$ cat src/rtl/top_demux_gather.sv
// Serial-to-row gather: packs BW-bit words into successive lanes of a BW*N row.
// Latency: the row is presented one cycle after its final word (or a flush) is accepted.
// Backpressure: in_ready drops while a row is held; the row is held until out_ready.
//
// Ports:
//   clk, rst             rising-edge clock, asynchronous active-high reset
//   in_data/in_valid     serial word stream; in_ready = block is filling
//   in_last              final word of a (possibly short) row
//   flush                close a partial row without data (ignored when empty or holding)
//   out_data/out_valid   assembled row, lane 0 in the low BW bits; out_ready = consumer takes it
//   out_count            number of lanes written in the presented row (1..N)
module top_demux_gather #(
    parameter int BW  = 8,
    parameter int N   = 8,
    parameter int SEL = $clog2(N),
    parameter int CW  = $clog2(N + 1)
) (
    input  logic              clk,
    input  logic              rst,
    input  logic [BW-1:0]     in_data,
    input  logic              in_valid,
    output logic              in_ready,
    input  logic              in_last,
    input  logic              flush,
    output logic [BW*N-1:0]   out_data,
    output logic              out_valid,
    input  logic              out_ready,
    output logic [CW-1:0]     out_count
);

    typedef enum logic {
        S_FILL = 1'b0,
        S_HOLD = 1'b1
    } state_t;

    state_t                 r_state;
    state_t                 w_state_nxt;
    logic [SEL-1:0]         r_wr_ptr;
    logic [N-1:0][BW-1:0]   r_lanes;
    logic [CW-1:0]          r_count;
    logic [CW-1:0]          w_count_nxt;
    logic                   w_accept;
    logic                   w_take;
    logic                   w_ptr_last;

    assign in_ready   = (r_state == S_FILL);
    assign out_valid  = (r_state == S_HOLD);
    assign w_accept   = in_valid & in_ready;
    assign w_take     = out_valid & out_ready;
    assign w_ptr_last = (r_wr_ptr == SEL'(N - 1));

    assign out_data  = r_lanes;
    assign out_count = r_count;

    always_ff @(posedge clk or posedge rst) begin
        if (rst) begin
            r_state <= S_FILL;
            r_count <= '0;
        end else begin
            r_state <= w_state_nxt;
            r_count <= w_count_nxt;
        end
    end

    always_comb begin
        w_state_nxt = r_state;
        w_count_nxt = r_count;
        case (r_state)
            S_FILL: begin
                if (w_accept && (w_ptr_last || in_last || flush)) begin
                    // The word being accepted this cycle is part of the row.
                    w_state_nxt = S_HOLD;
                    w_count_nxt = CW'(r_wr_ptr) + CW'(1);
                end else if (!w_accept && flush && (r_wr_ptr != '0)) begin
                    // Flush without data closes what is already stored; an empty
                    // row is never emitted.
                    w_state_nxt = S_HOLD;
                    w_count_nxt = CW'(r_wr_ptr);
                end
            end
            S_HOLD: begin
                if (out_ready) begin
                    w_state_nxt = S_FILL;
                    w_count_nxt = '0;
                end
            end
            default: begin
                w_state_nxt = S_FILL;
                w_count_nxt = '0;
            end
        endcase
    end

    // Lanes are cleared when a row leaves so short rows come out zero-padded.
    always_ff @(posedge clk or posedge rst) begin
        if (rst) begin
            r_wr_ptr <= '0;
            r_lanes  <= '0;
        end else if (w_take) begin
            r_wr_ptr <= '0;
            r_lanes  <= '0;
        end else if (w_accept) begin
            r_lanes[r_wr_ptr] <= in_data;
            // Wraps only on the terminal word, which always moves to HOLD, and
            // the pointer is reloaded when the row is taken.
            r_wr_ptr <= r_wr_ptr + SEL'(1);
        end
    end

endmodule

$ cat config.mk
export PLATFORM = sky130hd
export DESIGN_NAME = top_demux_gather
export DESIGN_NICKNAME = d
export VERILOG_FILES = /design/src/rtl/top_demux_gather.sv
export SDC_FILE = /design/constraint.sdc
export NUM_CORES = 1
export LEC_CHECK = 0
export ABC_AREA = 1
export BUFFER_PORTS_ARGS = -buffer_cell sky130_fd_sc_hd__clkbuf_2
export CORE_ASPECT_RATIO = 0.75
export CORE_UTILIZATION = 46
export CTS_CLUSTER_DIAMETER = 30
export CTS_CLUSTER_SIZE = 16
export DETAILED_ROUTE_END_ITERATION = 6
export PLACE_DENSITY = 0.86
export SLEW_MARGIN = 10
export SYNTH_ARGS = -nofsm -noshare
export SYNTH_HDL_FRONTEND = slang
export SYNTH_SLANG_ARGS = --single-unit
$ cat constraint.sdc
create_clock -name clk -period 2 [get_ports clk]
set_input_delay 0.1 -clock clk [delete_from_list [all_inputs] [get_ports clk]]
set_output_delay 0.1 -clock clk [all_outputs]
set_load 0.02 [all_outputs]
* Yosys cells after proc, flatten, opt, wreduce, memory -nomap -nowiden
Cells that the tools add are included.
Word-level totals: logic and storage cells 46, register bits 72, output and inout port bits 70
Cells by class: add/subtract/negate cells 2, bitwise logic cells 3, reductions and logical operators 10, eq/ne operators 3, multiplexer cells 15, $lt $le $gt $ge 2
Operators with widths (count):
- 64-bit two-way mux | 2
- 64-bit bitwise mux | 1
- 8-bit demux with 3-bit select | 1
- 4-bit two-way mux | 3
- 8-bit two-way mux | 1
- 4-bit one-hot mux with 2 select lines | 1
- 3-bit two-way mux | 2
- 3-bit by 1-bit adder with 4-bit output, second input constant | 1
- 1-bit logical AND | 4
- 3-bit by 4-bit less-than comparator with 1-bit output, second input constant | 1
- 3-bit by 1-bit adder with 3-bit output, second input constant | 1
- 3-bit == test, second input constant | 1
- 3-bit by 1-bit greater-or-equal comparator with 1-bit output, second input constant | 1
- 1-bit two-way mux | 3
- 3-bit by 1-bit != test with 1-bit output, second input constant | 1
- 3-bit nonzero test | 1
- 1-bit bitwise AND | 2
- 1-bit logical OR | 2
- 2-bit != test, second input constant | 1
- 1-bit one-hot mux with 2 select lines | 1
- 2-bit AND reduction | 1
- 2-bit nonzero test | 1
- 1-bit logical NOT | 1
- 1-bit inverter | 1

* Logic depth before layout (Yosys ltp)
word-level depth 8, mapped depth 10, gate-level depth less buffers 10

* Worst setup path after synthesis
Ideal clock, no wire load.
path type reg-to-reg, start reg r_wr_ptr[0], end reg r_count[2], in the netlist out_count[2], slack 364 ps, arrival 1520 ps, clock period less this slack 1636 ps, stages on the path, launching flop included 11, path through dfrtp_1 -> ha_1 -> ha_1 -> nor2_1 -> nand2_1 -> nand2_1 -> nand2_1 -> nor2_2 -> inv_1 -> nand2_1 -> nand2_1
On the way: cells in the longest elaborated chain, start to end 6
RTL lines:
- from (decl) | RTL line 38 | logic [SEL-1:0] r_wr_ptr;
- from (signal assigned) | RTL line 106 | r_wr_ptr <= r_wr_ptr + SEL'(1);
- parallel branches: the longest is 6 deep, another holds 3-bit by 1-bit adder with 4-bit output
- to (signal assigned) | RTL line 61 | r_count <= w_count_nxt;
- to (decl) | RTL line 40 | logic [CW-1:0] r_count;
Several ways; the timed one is not identified. A chain may end at the register's enable or synchronous reset.

* Worst setup path in the final report
Same ends and word-level chain as after synthesis.

==> impl_results.rst <==
.. list-table::
   :header-rows: 1

   * - Metric
     - Value
   * - Synth async-reset ratio
     - 100%
   * - Number of global-route vias before repair
     - 2369
   * - Cell variety after synth
     - 20
   * - Worst R2R Setup Slack
     - 180 ps
   * - Number of buffers and inverters on the critical path
     - 1
   * - Type of the worst setup path
     - reg2reg
   * - H-tree depth
     - 3
   * - Initial core utilization
     - 48.8%
   * - Leakage power of the design
     - 1.86 nW
   * - Crit path DAT
     - 2050 ps
   * - DRT antenna net count
     - 0
   * - Largest stage delay, worst path
     - 480 ps
   * - Final-report hold violation count
     - 0
   * - DP Wirelength
     - 5100 um
   * - Final worst clock skew
     - 4.28 ps
   * - Total setup buffers inserted after CTS
     - 0
   * - WP depth
     - 10
   * - Overall Global Routing Usage
     - 23.4%
   * - Post-synthesis compound-gate area fraction
     - 12.6%
   * - Register bit count reported by yosys
     - 72
   * - Setup-violating endpoint count in the final report
     - 0
   * - Multi-input combinational cell area
     - 978 um2
   * - Fraction of final layout cells with drive strength greater than 1
     - 30.9%
   * - Fraction of the cycle the final worst path needs
     - 91.0%
   * - Actual slew at the worst max-slew pin
     - 535 ps
   * - Count of input and output buffers
     - 83
   * - Yosys warns
     - 0
   * - Largest driver fanout on the critical path
     - 7
   * - Worst R2R Start
     - r_wr_ptr[0]
   * - Max transition margin
     - 64.3%
   * - Total vias in the final route
     - 2468
   * - P per Cell Area
     - 1350 nW/um2
   * - Clock sink total
     - 72
   * - Post-Syn Nets
     - 301
   * - Area used by sequential logic in the layout
     - 1800 um2
   * - Area share of xor/xnor cells in the synthesized design
     - 0%
   * - Worst hold slack
     - 23.2 ps
   * - Die Y
     - 70.8 um
   * - Number of vias per cell after detailed routing
     - 5.44
   * - Cells taking the most area after synthesis
     - sky130_fd_sc_hd__dfrtp_1 (62%), sky130_fd_sc_hd__nand3_1 (12%), sky130_fd_sc_hd__o21ai_0 (12%)
   * - Maximum number of pins on one net before global-route repair
     - 50
   * - Die X
     - 93.7 um
   * - Setup repair after global routing missed its margin
     - false
   * - Post-synthesis average cell area
     - 10.2 um2
   * - Reg2Reg Capture Point
     - out_count[2]
   * - Initial DRT Pass Iterations
     - 4
   * - Maximum root-to-sink buffer count
     - 2
   * - Area of the mapped netlist
     - 2900 um2
   * - Number of DRC violations after detailed-routing iteration 0
     - 196
   * - Die area
     - 6640 um2
   * - Total of max-cap violations
     - 0
   * - Minimum clock period
     - 1820 ps
   * - Final WL
     - 7250 um
   * - Startpoint type of the worst setup path
     - flop
   * - Cell taking the most area after synthesis
     - sky130_fd_sc_hd__dfrtp_1
   * - Leading cell types by count after synthesis
     - sky130_fd_sc_hd__dfrtp_1 (72), sky130_fd_sc_hd__nand3_1 (70), sky130_fd_sc_hd__o21ai_0 (68)
   * - Count leader, synth
     - sky130_fd_sc_hd__dfrtp_1
   * - Number of instances in the synthesized netlist
     - 284
   * - Remaining DRCs
     - 0
   * - Fraction of post-synthesis cell area in the top cell type by area
     - 62.0%
   * - Fraction of the mapped netlist area in adder cells
     - 1.29%
   * - Count of flip-flops with a built-in enable after synthesis
     - 0
   * - First-pass GRT wire length
     - 11600 um
   * - Mux contribution to synthesized area
     - 0%
   * - I/O pins
     - 84
   * - NumNets Final
     - 388
   * - Cts bufs inserted
     - 9
   * - Number of antenna repair diodes
     - 0
   * - Placement row count
     - 24
   * - Area fraction in and, or, nand and nor cells after synthesis
     - 19.6%
   * - Worst min-delay path class
     - in2reg
   * - Routed WL per cell
     - 16.0 um
   * - Weighted congestion reported at the end of routability-driven placement
     - 0.876
   * - Antenna violations before repair
     - 0
   * - Sequential element share of the synthesized area
     - 62.0%
   * - Dominant combinational cell family by area after synthesis
     - simple AND/OR/NAND/NOR gates
   * - Clock latency at the later pin of the worst-skew pair
     - 340 ps
   * - Maximum vdd drop
     - 0.741 mV
   * - Critical path origin
     - r_wr_ptr[0]
   * - Area growth syn-to-layout
     - 25.3%
   * - Delay-heaviest family, CP
     - simple AND/OR/NAND/NOR gates
   * - Data required time at the worst endpoint
     - 2230 ps
   * - FF-to-FF path depth
     - 10
   * - Highest-delay cell along the critical path
     - sky130_fd_sc_hd__dfrtp_1
   * - Leading register cell type out of synthesis
     - sky130_fd_sc_hd__dfrtp_1
   * - Critical Path End
     - out_count[2]
   * - Clk slew on worst S/H paths
     - 70 ps
   * - Number of filler cells placed in the layout
     - 513
   * - Result of the run
     - finished clean
   * - Critical path endpoint category
     - flop
   * - Final setup TNS
     - 0 ps
   * - Area of the core
     - 5950 um2
   * - HP Start
     - out_ready
   * - F_max
     - 549 MHz
   * - Overflow left after global routing
     - 0
   * - Clock tree root driver cell
     - sky130_fd_sc_hd__clkbuf_8
   * - Most used cell, CP
     - sky130_fd_sc_hd__nand2_1
   * - Clock tree from TritonCTS
     - done
   * - Sequence of cells on the critical path
     - ha_1 -> ha_1 -> nor2_1 -> nand2_1 -> nand2_1 -> nand2_1 -> nor2_4 -> inv_1 -> nand2_1 -> nand2_1
   * - Number of max-slew violations in the final report
     - 0
-- layout by cell type (no fill, tap or decap), types with 2 or more instances in the layout --
cell type and n:
sky130_fd_sc_hd__ha_1 3, sky130_fd_sc_hd__clkbuf_2 83, sky130_fd_sc_hd__o21ai_0 68, sky130_fd_sc_hd__nand2_1 24
sky130_fd_sc_hd__buf_12 2, sky130_fd_sc_hd__nor2_1 3, sky130_fd_sc_hd__nor2_4 2, sky130_fd_sc_hd__buf_4 7
sky130_fd_sc_hd__dfrtp_1 72, sky130_fd_sc_hd__o22ai_1 2, sky130_fd_sc_hd__inv_2 4, sky130_fd_sc_hd__clkbuf_8 11
sky130_fd_sc_hd__nand4_4 3, sky130_fd_sc_hd__clkbuf_1 2, sky130_fd_sc_hd__nand3_1 70, sky130_fd_sc_hd__clkinv_2 2
sky130_fd_sc_hd__nand4_1 5, sky130_fd_sc_hd__inv_1 8
-- stage by stage --
step	cells	cell area (um2)	power (mW)	setup WS [ps]	util [%]
after floorplan	284	2900	3.16	75.1	-
after CTS	454	3630	4.94	142	61.1
final	454	3640	4.92	180	61.2
after global routing	454	3640	5.20	24.0	61.2
after global placement	437	3430	3.70	288	57.6
after detailed placement	437	3430	3.78	158	57.6
-- metal layers --
metal  global-route usage (%)  wire [um]  vias to the layer above
li1                         -          -                     1175
met1                     31.1       3160                     1187
met2                     35.4       3350                       93
met3                     8.82        637                       13
met4                     8.38        102                        0
met5                        0          0                        -
-- flip-flops by register name, indices dropped and copies added (netlist names) --
name and flops:
out_data 64, out_valid 1, out_count 4, r_wr_ptr 3
-- worst reg2reg max path: cells and delay by family, from the launching register on --
family        cells  cell delay (ps)
buf+inv           1               60
flops             1              480
simple gates      7              760
fa+ha+maj         2              420
-- final cells by class --
cell class	count	area share [%]
clock inverters	3	1.10
multi-input cells	183	26.9
inverters	12	1.24
repair buffers	93	14.2
well taps	78	2.68
flip-flops and latches	72	49.5
clock buffers	13	4.37
-- cell families (layout without fill, tap and decap cells) --
kind of cell,after synthesis,count (layout)
flip-flops,72,72
AND/OR/NAND/NOR,108,108
buffers and inverters,29,121
AO/OA/AOI/OAI,72,72
adder cells (fa/ha/maj),3,3
-- worst min path at each step --
stage,end,slack [ps],depth (start not counted)
floorplan,out_valid,230,1
global placement,out_data[19],150,2
detailed placement,out_data[19],160,2
CTS,out_valid,4,2
global route,out_valid,5,2
finish,out_valid,20,2
-- timing repair --
item	CTS	global route
hold endpoints to repair	23	0
hold buffers	1	0
endpoints found under the setup margin	0	2
resized for setup	0	1
-- where the power goes --
| part | leakage, nW | internal (mW) | total (mW) | switching (mW) |
|---|---|---|---|---|
| combinational | 0.771 | 0.506 | 1.70 | 1.19 |
| clock | 0.103 | 0.642 | 1.16 | 0.514 |
| sequential | 0.987 | 1.80 | 2.06 | 0.270 |
No activity file was read; power rests on OpenSTA's default activity.
